### config.mk
export PLATFORM = sky130hd
export DESIGN_NAME = stopwatch_mux_core
export DESIGN_NICKNAME = d
export VERILOG_FILES = /design/src/rtl/stopwatch_mux_core.sv
export SDC_FILE = /design/constraint.sdc
export NUM_CORES = 1
export LEC_CHECK = 0
export CAP_MARGIN = 20
export CORE_UTILIZATION = 52
export DETAILED_ROUTE_END_ITERATION = 8
export HOLD_SLACK_MARGIN = 0.03
export PLACE_DENSITY = 0.88
export SLEW_MARGIN = 20
export SYNTH_ARGS = -nofsm -noshare
export SYNTH_HDL_FRONTEND = slang
export SYNTH_SLANG_ARGS = --single-unit
### constraint.sdc
create_clock -name m_clk -period 2.6 [get_ports m_clk]
set_clock_uncertainty 0.1 [all_clocks]
set_input_delay 0.26 -clock m_clk [delete_from_list [all_inputs] [get_ports m_clk]]
set_output_delay 0.26 -clock m_clk [all_outputs]
set_load 0.005 [all_outputs]
### src/rtl/stopwatch_mux_core.sv
// Stopwatch/timer core: N-digit cascaded BCD count on a prescaled tick, with count-down,
// lap freeze, parallel load and a registered, time-multiplexed active-low 7-segment drive.
module stopwatch_mux_core #(
  parameter int unsigned NUM_DIGITS  = 4,
  parameter int unsigned TICK_DIV    = 500000,
  parameter int unsigned REFRESH_DIV = 50000,
  parameter int unsigned DP_POS      = 2
) (
  input  logic                    m_clk,
  input  logic                    m_rst,
  input  logic                    run,
  input  logic                    down,
  input  logic                    lap,
  input  logic                    load,
  input  logic [4*NUM_DIGITS-1:0] load_val,
  output logic [6:0]              cathode,
  output logic                    dp,
  output logic [NUM_DIGITS-1:0]   anode,
  output logic [4*NUM_DIGITS-1:0] count_bcd,
  output logic                    rollover,
  output logic                    expired
);
  localparam int unsigned CW = 4 * NUM_DIGITS;
  localparam int unsigned PW = $clog2(TICK_DIV);
  localparam int unsigned RW = $clog2(REFRESH_DIV);
  localparam int unsigned DW = $clog2(NUM_DIGITS);
  localparam logic [PW-1:0] PRESC_MAX = PW'(TICK_DIV - 1);
  localparam logic [RW-1:0] REF_MAX   = RW'(REFRESH_DIV - 1);
  localparam logic [DW-1:0] DIG_MAX   = DW'(NUM_DIGITS - 1);

  logic [CW-1:0]         r_count, r_disp;
  logic [PW-1:0]         r_presc;
  logic                  r_halt, r_frozen, r_lap_d1, r_lap_d2;
  logic                  r_rollover, r_expired;
  logic [RW-1:0]         r_refresh;
  logic [DW-1:0]         r_digit;
  logic [NUM_DIGITS-1:0] r_anode;
  logic [6:0]            r_cathode;
  logic                  r_dp;

  logic                  w_run_en, w_tick, w_lap_rise, w_dp_on;
  logic [CW-1:0]         w_inc, w_dec, w_load_clamped, w_disp_val;
  logic [3:0]            w_digit_val;
  logic [6:0]            w_seg;

  // A reached-zero halt only holds while still counting down.
  assign w_run_en   = run & ~(r_halt & down);
  assign w_tick     = w_run_en & (r_presc == PRESC_MAX);
  assign w_lap_rise = r_lap_d1 & ~r_lap_d2;
  assign w_disp_val = r_frozen ? r_disp : r_count;
  assign w_dp_on    = (DP_POS < NUM_DIGITS) && (r_digit == DW'(DP_POS));

  always_comb begin
    logic carry, borrow;
    carry  = 1'b1;
    borrow = 1'b1;
    w_inc  = r_count;
    w_dec  = r_count;
    w_load_clamped = load_val;
    for (int i = 0; i < NUM_DIGITS; i++) begin
      if (carry) begin
        if (r_count[4*i +: 4] == 4'd9) begin
          w_inc[4*i +: 4] = 4'd0;
        end else begin
          w_inc[4*i +: 4] = r_count[4*i +: 4] + 4'd1;
          carry = 1'b0;
        end
      end
      if (borrow) begin
        if (r_count[4*i +: 4] == 4'd0) begin
          w_dec[4*i +: 4] = 4'd9;
        end else begin
          w_dec[4*i +: 4] = r_count[4*i +: 4] - 4'd1;
          borrow = 1'b0;
        end
      end
      if (load_val[4*i +: 4] > 4'd9) w_load_clamped[4*i +: 4] = 4'd9;
    end
  end

  always_ff @(posedge m_clk or posedge m_rst) begin
    if (m_rst) begin
      r_count    <= '0;
      r_presc    <= '0;
      r_halt     <= 1'b0;
      r_rollover <= 1'b0;
      r_expired  <= 1'b0;
    end else if (load) begin
      r_count    <= w_load_clamped;
      r_presc    <= '0;
      r_halt     <= 1'b0;
      r_rollover <= 1'b0;
      r_expired  <= 1'b0;
    end else begin
      r_rollover <= 1'b0;
      r_expired  <= 1'b0;
      if (!down) r_halt <= 1'b0;
      if (w_run_en) r_presc <= w_tick ? '0 : r_presc + 1'b1;
      if (w_tick) begin
        if (!down) begin
          r_count    <= w_inc;
          r_rollover <= (w_inc == '0);
        end else if (r_count != '0) begin
          r_count <= w_dec;
          if (w_dec == '0) begin
            r_expired <= 1'b1;
            r_halt    <= 1'b1;
          end
        end
      end
    end
  end

  always_ff @(posedge m_clk or posedge m_rst) begin
    if (m_rst) begin
      r_lap_d1 <= 1'b0;
      r_lap_d2 <= 1'b0;
      r_frozen <= 1'b0;
      r_disp   <= '0;
    end else begin
      r_lap_d1 <= lap;
      r_lap_d2 <= r_lap_d1;
      if (w_lap_rise) begin
        r_frozen <= ~r_frozen;
        if (!r_frozen) r_disp <= r_count;
      end
    end
  end

  always_comb begin
    w_digit_val = 4'd0;
    for (int i = 0; i < NUM_DIGITS; i++) begin
      if (r_digit == DW'(i)) w_digit_val = w_disp_val[4*i +: 4];
    end
  end

  always_comb begin
    case (w_digit_val)
      4'd0:    w_seg = 7'h40;
      4'd1:    w_seg = 7'h79;
      4'd2:    w_seg = 7'h24;
      4'd3:    w_seg = 7'h30;
      4'd4:    w_seg = 7'h19;
      4'd5:    w_seg = 7'h12;
      4'd6:    w_seg = 7'h02;
      4'd7:    w_seg = 7'h78;
      4'd8:    w_seg = 7'h00;
      4'd9:    w_seg = 7'h10;
      default: w_seg = 7'h7F;
    endcase
  end

  // Anode, cathode and dp are registered from the same index so they never disagree.
  always_ff @(posedge m_clk or posedge m_rst) begin
    if (m_rst) begin
      r_refresh <= '0;
      r_digit   <= '0;
      r_anode   <= '1;
      r_cathode <= 7'h7F;
      r_dp      <= 1'b1;
    end else begin
      if (r_refresh == REF_MAX) begin
        r_refresh <= '0;
        r_digit   <= (r_digit == DIG_MAX) ? '0 : r_digit + 1'b1;
      end else begin
        r_refresh <= r_refresh + 1'b1;
      end
      r_anode   <= ~(NUM_DIGITS'(1) << r_digit);
      r_cathode <= w_seg;
      r_dp      <= ~w_dp_on;
    end
  end

  assign cathode   = r_cathode;
  assign dp        = r_dp;
  assign anode     = r_anode;
  assign count_bcd = r_count;
  assign rollover  = r_rollover;
  assign expired   = r_expired;

endmodule

---- Yosys cells after proc, flatten, opt, wreduce, memory -nomap -nowiden ----
Memories as Yosys holds them, arrays and structs flattened. A register that Yosys moved wholly into a read port is not among the register bits.
Index checks and enable logic that the tools add are counted.
word-level totals
  bits in registers ....................... 80
  logic and storage cells ................. 116
  memories kept ........................... 1
  memory bits (read-only) ................. 112
  output and inout bits ................... 30
  RAM bits ................................ 0
  input port bits ......................... 22
  bits in latches ......................... 0
operators by class
  divide/modulo/power cells ............... 0
  $add $sub $neg .......................... 11
  $mul .................................... 0
  muxes and demuxes ....................... 56
  $lt $le $gt $ge ......................... 4
  reductions and logical operators ........ 11
  equal/unequal tests ..................... 10
  shift-type cells ........................ 1
  bitwise operators ....................... 9
memories
  name             words  width  read ports  clocked after Yosys merged registers in  write ports  RTL line  text
  (no name shown)  16     7      1           1                                        0            138       case (w_digit_val)
operators by type and width
  cell                                                                 count
  16-bit two-way mux                                                   6
  4-bit two-way mux                                                    22
  19-bit two-way mux                                                   3
  16-bit zero test                                                     2
  1-bit two-way mux                                                    24
  19-bit by 1-bit adder with 19-bit output (second input constant)     1
  19-bit == test (second input constant)                               1
  16-bit by 1-bit adder with 16-bit output (second input constant)     1
  4-bit by 1-bit adder with 4-bit output (second input constant)       4
  16-bit == test (second input constant)                               1
  4-bit == test (second input constant)                                4
  4-bit greater-than comparator (second input constant)                4
  4-bit zero test                                                      4
  16-bit nonzero test                                                  1
  4-bit by 1-bit subtractor with 4-bit output (second input constant)  4
  1-bit AND                                                            4
  2-bit == test (second input constant)                                2
  1-bit inverter                                                       4
  4-bit inverter                                                       1
  2-bit nonzero test                                                   2
  1-bit by 2-bit << shifter with 4-bit output (first input constant)   1
  3-bit by 1-bit != test with 1-bit output (second input constant)     1
  2-bit by 1-bit adder with 2-bit output (second input constant)       1
  2-bit by 1-bit == test with 1-bit output (second input constant)     1
  other kinds (3)                                                      3

---- Longest topological paths before layout ----
  word-level depth ........................ 11
  gate-level depth with buffers ........... 9
  depth with buffers taken out ............ 9

---- Worst setup path after synthesis ----
Ideal clock, no wire load.
  kind .................................... flip-flop to flip-flop
  start ................................... register r_frozen
  end ..................................... register r_cathode[4] (netlist: cathode[4])
  clock period less this slack ............ 2.239 ns
  library setup time ...................... 0.073 ns
  data arrival time ....................... 2.066 ns
  cell stages (with the launch flop) ...... 10
  path buffers ............................ 2
  required time ........................... 2.427 ns
  path slack .............................. 0.361 ns
  cell sequence ........................... dfrtp_1 -> buf_2 -> buf_2 -> mux2i_1 -> o21ai_0 -> o22ai_1 -> inv_1 -> ha_1 -> mux2_2 -> a21oi_1
on the way
  cells in the longest elaborated chain, start to end .. 5
RTL lines
  what                             RTL line  text
  from (decl)                      33        logic r_halt, r_frozen, r_lap_d1, r_lap_d2;
  from (signal assigned)           124       r_frozen <= ~r_frozen;
  16-bit two-way mux *             --
  4-bit two-way mux (3 in series)  133       if (r_digit == DW'(i)) w_digit_val = w_disp_val[4*i +: 4];
  4-bit two-way mux *              133
  to (decl)                        38        logic [6:0] r_cathode;
Mark *: on every way between the ends. The rest lies on a longest branch, timed or not.
A chain may end at the register's enable or synchronous reset.

---- Worst setup path after layout ----
  start ................................... register r_presc[0]
  end ..................................... register r_count[4] (netlist: count_bcd[4])
on the way
  cells in the longest elaborated chain, start to end .. 4
RTL lines
  what                           RTL line  text
  from (decl)                    32        logic [PW-1:0] r_presc;
  from (signal assigned)         98        if (w_run_en) r_presc <= w_tick ? '0 : r_presc + 1'b1;
  19-bit == test                 48        assign w_tick = w_run_en & (r_presc == PRESC_MAX);
  1-bit AND                      48
  2-bit nonzero test (no line)   --
  2-bit AND reduction (no line)  --
  to (signal assigned)           89        r_count <= w_load_clamped;
  to (signal assigned)           101       r_count <= w_inc;
  to (signal assigned)           104       r_count <= w_dec;
  to (decl)                      31        logic [CW-1:0] r_count, r_disp;
Every way passes these cells.

==> metrics <==
status complete, no violations; post-cts resize count 0; Global Route Usage Sum a little over a quarter; CP max FO 18; Vias/cell between 6 and 7; Final Cycle Share ~93%; Yosys top cell area share approximately 36%; H-Tree Depth 3; Starting Density 54.82%; DPL Wire Length about 9 mm; Placement Rows 35; Synth Area per Inst 9.167 sq um; hold slack approximately 0.11 ns; RSZ-0062 raised after global routing false; chip height 101.6 um; final hold vios 0; routed length per placed instance 16.75 um; post-synthesis xor/xnor area fraction 4.921%; RR Endpoint count_bcd[4]; post-synthesis cell count approximately 560; CTS clk-pin slew, worst paths around 0.1 ns; Post-synth ARST share 100.0%; # DRC 0; Root Buffer Master clkbuf_8; Yosys cell types between 70 and 80; CTS Hold Buffers Added 0; reg2reg path depth 7; largest family of logic cells by synthesized area simple AND/OR/NAND/NOR gates; area share of and/or/nand/nor cells after synthesis about a fifth; prevailing post-synth register cell dfrtp_1; top post-synthesis cells by area dfrtp_1 (36%), dfstp_2 (5.6%), nor2_1 (4.4%); post-route cell area roughly 6100 sq um; WL final about 13 mm; leading area contributor after synthesis dfrtp_1; multiplexer share of the synthesized area slightly above 7%; Achievable Freq 412.6 MHz; die area between 10,000 and 15,000 sq um; min-delay worst type primary input to async pin; first-pass GRT wire length 21.13 mm; vias around 4,600; EDFF count, synth 0; FF-to-FF Start r_presc[0]; postcts setup bufs 0; GP Congestion a little over 0.9; most common library cells after synthesis dfrtp_1 (75), nor2_1 (61), nand2_1 (49); Area growth syn-to-layout 18.45%; clock latency on the worst-skew pair approximately 0.37 ns; Num CTS Buffers 9; Core Footprint between 9000 and 10,000 sq um; first drt pass iteration count 5; initial antenna violation count 0; Seq/Total Area, Yosys 41.96%; Routed Antenna Nets 0; post-route setup slack approximately 0.18 ns; clock sink count between 80 and 90; complex-gate fraction of the synthesized area a little under a fifth; Yosys reg bits 86; Top-Level Pins 52; yosys warns 0; largest net degree at the start of global routing 32; peak supply drop 0.3477 mV; Initial DRC Count about 270; port bufs 51; Antenna Cells 0; mapped cell area about 5200 sq um; worst slack, placed around 0.16 ns; fraction of layout cells with a size suffix above 1 14.79%; most frequent cell after synthesis dfrtp_1; Critical Path End Type flop; WS Path Type flop to flop; grt total ovfl 0; number of global-route vias before repair 4,448; CTS tree done; Die W roughly 100 um; Worst Tran Pin Value 0.7174 ns; Finished Core Util approximately 65%; critical path data arrival time between 2 and 3 ns; Critical Path Source Type flop; Final min period 2.424 ns; # nets final around 660; Req. time, crit path 2.73 ns; max-slew violations 0; Slew HR 51.89%; register-to-register setup slack approximately 0.18 ns; Max-cap violations 0; Post-DP Area roughly 5900 sq um; Leak Pwr around 2.6 nW; Setup TNS 0 ns; Finish-stage setup viols 0; Max Root-Sink Buffers 2; net count after synthesis about 600; Adder-Cell Fraction of Synth Area under 10%; Pwr Density between 600 and 700 nW/um^2
[layer usage]
metal	GRT usage (%)	up-vias	wire, um
li1	-	2137	-
met1	32.89	2180	5157
met2	43.66	222	6140
met3	6.211	43	988
met4	12.37	0	408
met5	0	-	0
[registers in the layout (all words and copies together) (netlist names), 2 cells and up]
signal     cells
anode          4
r_refresh     16
r_presc       19
r_digit        2
r_disp        16
count_bcd     16
cathode        7
[layout make-up]
cell class              count  area (sq um)
well taps                 129         161.4
multi-input cells         421          2744
fillers                   749          3302
inverters                  27         102.6
repair buffers             79         733.2
flip-flops and latches     86          2167
clock buffers               9         123.9
clock inverters             7         81.33
[report_power, final]
| part | switching, mW | internal [mW] |
|---|---|---|
| Combinational | 0.557 | 0.556 |
| Sequential | 0.153 | 1.56 |
| Clock | 0.536 | 0.459 |
[cells in the final DEF, fill, tap and decap left out, types with 3 or more instances in the layout]
master / n
nor2_1: 61
dfrtp_1: 74
a22o_1: 3
mux2i_1: 16
inv_1: 25
or3_1: 3
buf_4: 27
a21oi_1: 33
o21ai_0: 43
and3_1: 6
nand2_1: 49
a31oi_1: 9
o31ai_1: 7
nand3_1: 21
nand4_1: 8
nor3_1: 6
o22ai_1: 8
nand3b_1: 5
dfstp_2: 11
nor2b_1: 5
ha_1: 11
nand4bb_1: 3
and4_1: 4
xor2_1: 19
clkdlybuf4s50_1: 51
nor4_1: 8
mux2_2: 19
o211ai_1: 3
clkbuf_8: 9
a21o_1: 4
nand2b_1: 5
xnor2_1: 10
[worst max-delay path by stage]
stage	start	to	cells after the start
final	r_presc[0]	count_bcd[4]	7
after global routing	r_presc[0]	count_bcd[1]	7
after CTS	r_frozen	cathode[1]	8
after detailed placement	r_frozen	cathode[5]	8
after global placement	down	count_bcd[8]	7
after floorplan	m_rst	count_bcd[0]	1
[metrics by stage]
step	power, mW	instances
floorplan	2.370	563
global placement	2.761	742
detailed placement	2.816	742
CTS	3.820	758
global route	4.018	758
finish	3.818	758
[critical path, stage by stage, from the launching register on]
cell and delay (ns):
dfrtp_1 0.40, ha_1 0.21, nand2_1 0.12, or3_1 0.43, nor2_1 0.39, o2bb2ai_2 0.31
o21ai_0 0.24, o21ai_0 0.11
[kinds of logic after synthesis]
| group | after synthesis |
|---|---|
| xor+xnor | 29 |
| simple gates | 202 |
| fa+ha+maj | 11 |
| mux | 35 |
| flops | 86 |
| buf+inv | 56 |
| compound gates | 144 |
(Power assumes the default switching activity.)
